===== config.mk =====
export PLATFORM = sky130hd
export DESIGN_NAME = seq_mult_param
export DESIGN_NICKNAME = d
export VERILOG_FILES = /design/src/rtl/seq_mult_param.sv
export SDC_FILE = /design/constraint.sdc
export NUM_CORES = 1
export LEC_CHECK = 0
export CAP_MARGIN = 40
export CORE_UTILIZATION = 54
export CTS_CLUSTER_SIZE = 30
export DETAILED_ROUTE_END_ITERATION = 16
export PLACE_DENSITY = 0.89
export REMOVE_ABC_BUFFERS = 1
export SYNTH_ARGS = -nofsm -noshare
export SYNTH_HDL_FRONTEND = slang
export SYNTH_SLANG_ARGS = --single-unit

===== constraint.sdc =====
create_clock -name clk -period 1.8 [get_ports clk]
set_input_delay 0.36 -clock clk [delete_from_list [all_inputs] [get_ports clk]]
set_output_delay 0.36 -clock clk [all_outputs]
set_load 0.02 [all_outputs]

===== src/rtl/seq_mult_param.sv =====
// seq_mult_param: parameterised shift-add sequential multiplier.
//   Accepts one operation at a time through a start/busy/done handshake.
//   Latency is WIDTH+1 cycles after the accepting edge, independent of operand values.
//   The product is held stable on result until the next accepted start.
// Ports:
//   clk          rising-edge clock
//   rst          synchronous active-high reset
//   start        request, sampled only while idle
//   signed_mode  1: two's complement operands/result, 0: unsigned
//   A_in, B_in   WIDTH-bit multiplicand / multiplier, latched on accept
//   busy         operation in progress
//   done         result valid (level), cleared on the next accepted start
//   result       2*WIDTH-bit product
module seq_mult_param #(
  parameter int WIDTH = 4
) (
  input  logic               clk,
  input  logic               rst,
  input  logic               start,
  input  logic               signed_mode,
  input  logic [WIDTH-1:0]   A_in,
  input  logic [WIDTH-1:0]   B_in,
  output logic               busy,
  output logic               done,
  output logic [2*WIDTH-1:0] result
);

  localparam int CW = $clog2(WIDTH) + 1;

  typedef enum logic [1:0] {IDLE, RUN, FIX} state_t;

  state_t             state;
  logic               sign;
  logic [WIDTH-1:0]   mcand;
  logic [WIDTH-1:0]   mplier;
  logic [2*WIDTH:0]   acc;
  logic [CW-1:0]      cnt;

  logic [WIDTH:0]     sum;
  logic [2*WIDTH-1:0] prod;

  // Magnitude of a two's complement value. -2^(W-1) maps to 2^(W-1), which
  // still fits as an unsigned WIDTH-bit number.
  function automatic logic [WIDTH-1:0] mag(input logic [WIDTH-1:0] x);
    return x[WIDTH-1] ? (~x + 1'b1) : x;
  endfunction

  // Upper WIDTH+1 bits of acc hold the running partial sum; the carry bit
  // keeps the add lossless before the right shift.
  always_comb begin
    sum  = acc[2*WIDTH:WIDTH] + {1'b0, (mplier[0] ? mcand : {WIDTH{1'b0}})};
    prod = acc[2*WIDTH-1:0];
  end

  always_ff @(posedge clk) begin
    if (rst) begin
      state  <= IDLE;
      busy   <= 1'b0;
      done   <= 1'b0;
      result <= '0;
      sign   <= 1'b0;
      mcand  <= '0;
      mplier <= '0;
      acc    <= '0;
      cnt    <= '0;
    end else begin
      case (state)
        IDLE: begin
          if (start) begin
            sign   <= signed_mode & (A_in[WIDTH-1] ^ B_in[WIDTH-1]);
            mcand  <= signed_mode ? mag(A_in) : A_in;
            mplier <= signed_mode ? mag(B_in) : B_in;
            acc    <= '0;
            cnt    <= '0;
            done   <= 1'b0;
            busy   <= 1'b1;
            state  <= RUN;
          end
        end
        RUN: begin
          acc    <= {1'b0, sum, acc[WIDTH-1:1]};
          mplier <= mplier >> 1;
          cnt    <= cnt + 1'b1;
          if (cnt == CW'(WIDTH - 1))
            state <= FIX;
        end
        FIX: begin
          // Zero product skips the negate so a zero never picks up a sign.
          result <= (sign && (prod != '0)) ? (~prod + 1'b1) : prod;
          done   <= 1'b1;
          busy   <= 1'b0;
          state  <= IDLE;
        end
        default: begin
          state <= IDLE;
          busy  <= 1'b0;
        end
      endcase
    end
  end

endmodule


==> summary.md <==
| Metric | Value |
|---|---|
| Post-synthesis register bit count | 32 |
| Status | completed |
| RePlAce Congestion | 0.845 |
| Wirelength per Cell | 14.6 um |
| Die height | 56.6 um |
| Peak supply drop | 0.000551 V |
| First-pass GRT wire length | 6.28 mm |
| Via count | 1466 |
| CORE AREA | 2780 um^2 |
| Non-Filler Instances | 250 |
| Vias in the first global route | 1535 |
| CTS Root Cell | clkbuf_4 |
| Complex-gate fraction of the synthesized area | 0.191 |
| Fmax | 584 MHz |
| Main combinational cell family by area after synthesis | simple AND/OR/NAND/NOR gates |
| Setup crit start | acc[1]$_SDFFE_PP0P_ |
| Pre-antenna DRT Iters | 4 |
| Setup crit start kind | flip-flop |
| Dpl cells | 242 |
| Post-CTS sizing | 0 |
| Area after DPL | 1890 um^2 |
| Max_slew headroom | 0.743 |
| Minimum clock period | 1.71 ns |
| Clk_skew | 0.00442 ns |
| Final hold violation count | 0 |
| Ys Warns | 0 |
| Number of synthesized flops with an enable pin | 0 |
| Syn Area/Cell | 8.46 um^2 |
| Slew at the pin with the worst max-slew slack | 0.386 ns |
| CP arrival | 1.98 ns |
| Hold Path Class | reg -> reg |
| Hold Slack | 0.472 ns |
| Wirelength, routed | 3.64 mm |
| DRC | 0 |
| Post-Synth Simple-Gate Area | 0.214 |
| Hold_buf cts | 0 |
| Power per cell area | 686 nW/um^2 |
| Routed vias/inst | 5.86 |
| Static Leakage | 0.793 nW |
| Critical path class | reg -> reg |
| RSZ-0062 raised after global routing | no |
| Initial drt markers | 49 |
| Die Wd | 56.6 um |
| ANT cells | 0 |
| Post-CTS Setup Inserts | 0 |
| Critical path endpoint category | flip-flop |
| Overall Global Routing Usage | 0.256 |
| Finished Cell Area | 1970 um^2 |
| CP max FO | 5 |
| Layout cells sized above 1 | 0.132 |
| R2r startpoint | acc[1]$_SDFFE_PP0P_ |
| Slew Limit Fails | 0 |
| Initial Utilization | 0.578 |
| Register area share after synthesis | 0.398 |
| Initial antenna violation count | 0 |
| Area growth syn-to-layout | 22.7% |
| H-tree Lvls | 2 |
| Maxcap violations | 0 |
| Crit share post-route | 0.952 |
| Mux share of post-synthesis cell area | 0.0187 |
| Worst-Skew Late Latency | 0.34 ns |
| CTS Buffer Depth | 2 |
| Library cells used by synthesis | 39 |
| Nets | 240 |
| Dpl hpwl | 2.72 mm |
| Commonest non-fill, non-tap cells in the layout | nor2_1, dfxtp_1, clkdlybuf4s50_1 |
| Fill cells | 225 |
| Clock slew at reported path FFs | 0.10 ns |
| Global route overflow | 0 |
| Num rows | 19 |
| Antenna Violating Nets Remaining | 0 |
| Commonest non-fill, non-tap cell in the layout | nor2_1 |
| Port Buffer Count | 21 |
| # clock sinks | 32 |
| Largest net degree at the start of global routing | 19 |
| Setup violations, final | 0 |
| Post-synthesis adder-cell area fraction | 0.0825 |
| I/O pin count | 22 |
| CTS Buf Count | 5 |
| Die area | 3200 um^2 |
| Synth Instances | 190 |
| CTS tree | built |
| Hold Crit Start | mplier[1]$_SDFFE_PP0P_ |
| XOR/XNOR Fraction of Synth Area | 0.0436 |
| Ys async rst share | 0 |
| Mapped Area | 1610 um^2 |
| Critical Path RT | 2.06 ns |
| Top_reg_cell synth | dfxtp_1 |
final timing paths:
kind / slack [ns] / cells after the start / endpoint
setup / recovery: 0.09 / 6 / result[5]$_SDFFE_PP0P_
hold / removal: 0.47 / 2 / mplier[1]$_SDFFE_PP0P_
setup reg to reg: 0.09 / 6 / result[5]$_SDFFE_PP0P_
hold reg to reg: 0.47 / 2 / mplier[1]$_SDFFE_PP0P_
report_power, final:
part           internal (W)  leakage [nW]  switching [W]
sequential         0.000729         0.262      0.0000178
clock              0.000192        0.0326       0.000240
combinational     0.0000803         0.499      0.0000948
layer usage:
metal / routed length (um) / up-vias / global-route usage
li1: - / 720 / -
met1: 1440 / 690 / 0.257
met2: 1920 / 44 / 0.467
met3: 171 / 12 / 0.0599
met4: 113 / 0 / 0.164
met5: 0 / - / 0
cell families after synthesis:
kind of cell	after synthesis
buf+inv	22
mux	3
fa+ha+maj	10
xor+xnor	8
compound gates	44
flops	32
simple gates	71
per-stage QoR:
stage	setup WS [ns]	setup TNS [ns]	total power, W	util
2_1_floorplan	0.194	0	0.000844	-
3_3_place_gp	-0.00634	-0.00634	0.000920	0.681
3_5_place_dp	-0.0918	-0.0918	0.000935	0.681
5_1_grt	0.0175	0	0.00141	0.709
6_report	0.0864	0	0.00135	0.709
4_1_cts	0.0481	0	0.00136	0.702
area by class of cell:
cell class	count	area (um^2)	share of cell area
sequential	32	647	0.328
tap	31	38.8	0.0197
clock buffer	8	58.8	0.0298
timing repair buffer	31	285	0.145
multi-input combinational	136	898	0.455
inverter	12	45.0	0.0228
cells in the mapped netlist (2+ instances only):
library cell	instances	area share
nor2_1	33	0.077
dfxtp_1	32	0.40
a21oi_1	12	0.037
inv_1	12	0.028
nand2_1	12	0.028
clkbuf_1	10	0.023
ha_1	9	0.070
a211oi_1	7	0.033
a22oi_1	6	0.028
and2_1	4	0.016
nand3_1	4	0.012
nor2b_1	4	0.016
o31ai_1	4	0.019
xnor2_1	4	0.022
xor2_1	4	0.022
a311oi_1	3	0.016
mux2i_1	3	0.019
o21ai_0	3	0.0093
nand2b_1	2	0.0078
nand3b_1	2	0.0093
or3b_2	2	0.011
sequential cells by signal, indices dropped and copies added, names as in the netlist:
name    flops
state       2
cnt         3
acc         8
sign        1
result      8
mplier      4
done        1
busy        1
mcand       4
critical path, stage by stage (launching register included):
cell      delay [ns]
dfxtp_2         0.37
inv_1           0.05
ha_2            0.18
or3b_4          0.24
o21ai_2         0.07
or3_2           0.47
a311oi_2        0.25
Note: power is estimated with default switching activity, not from simulation.
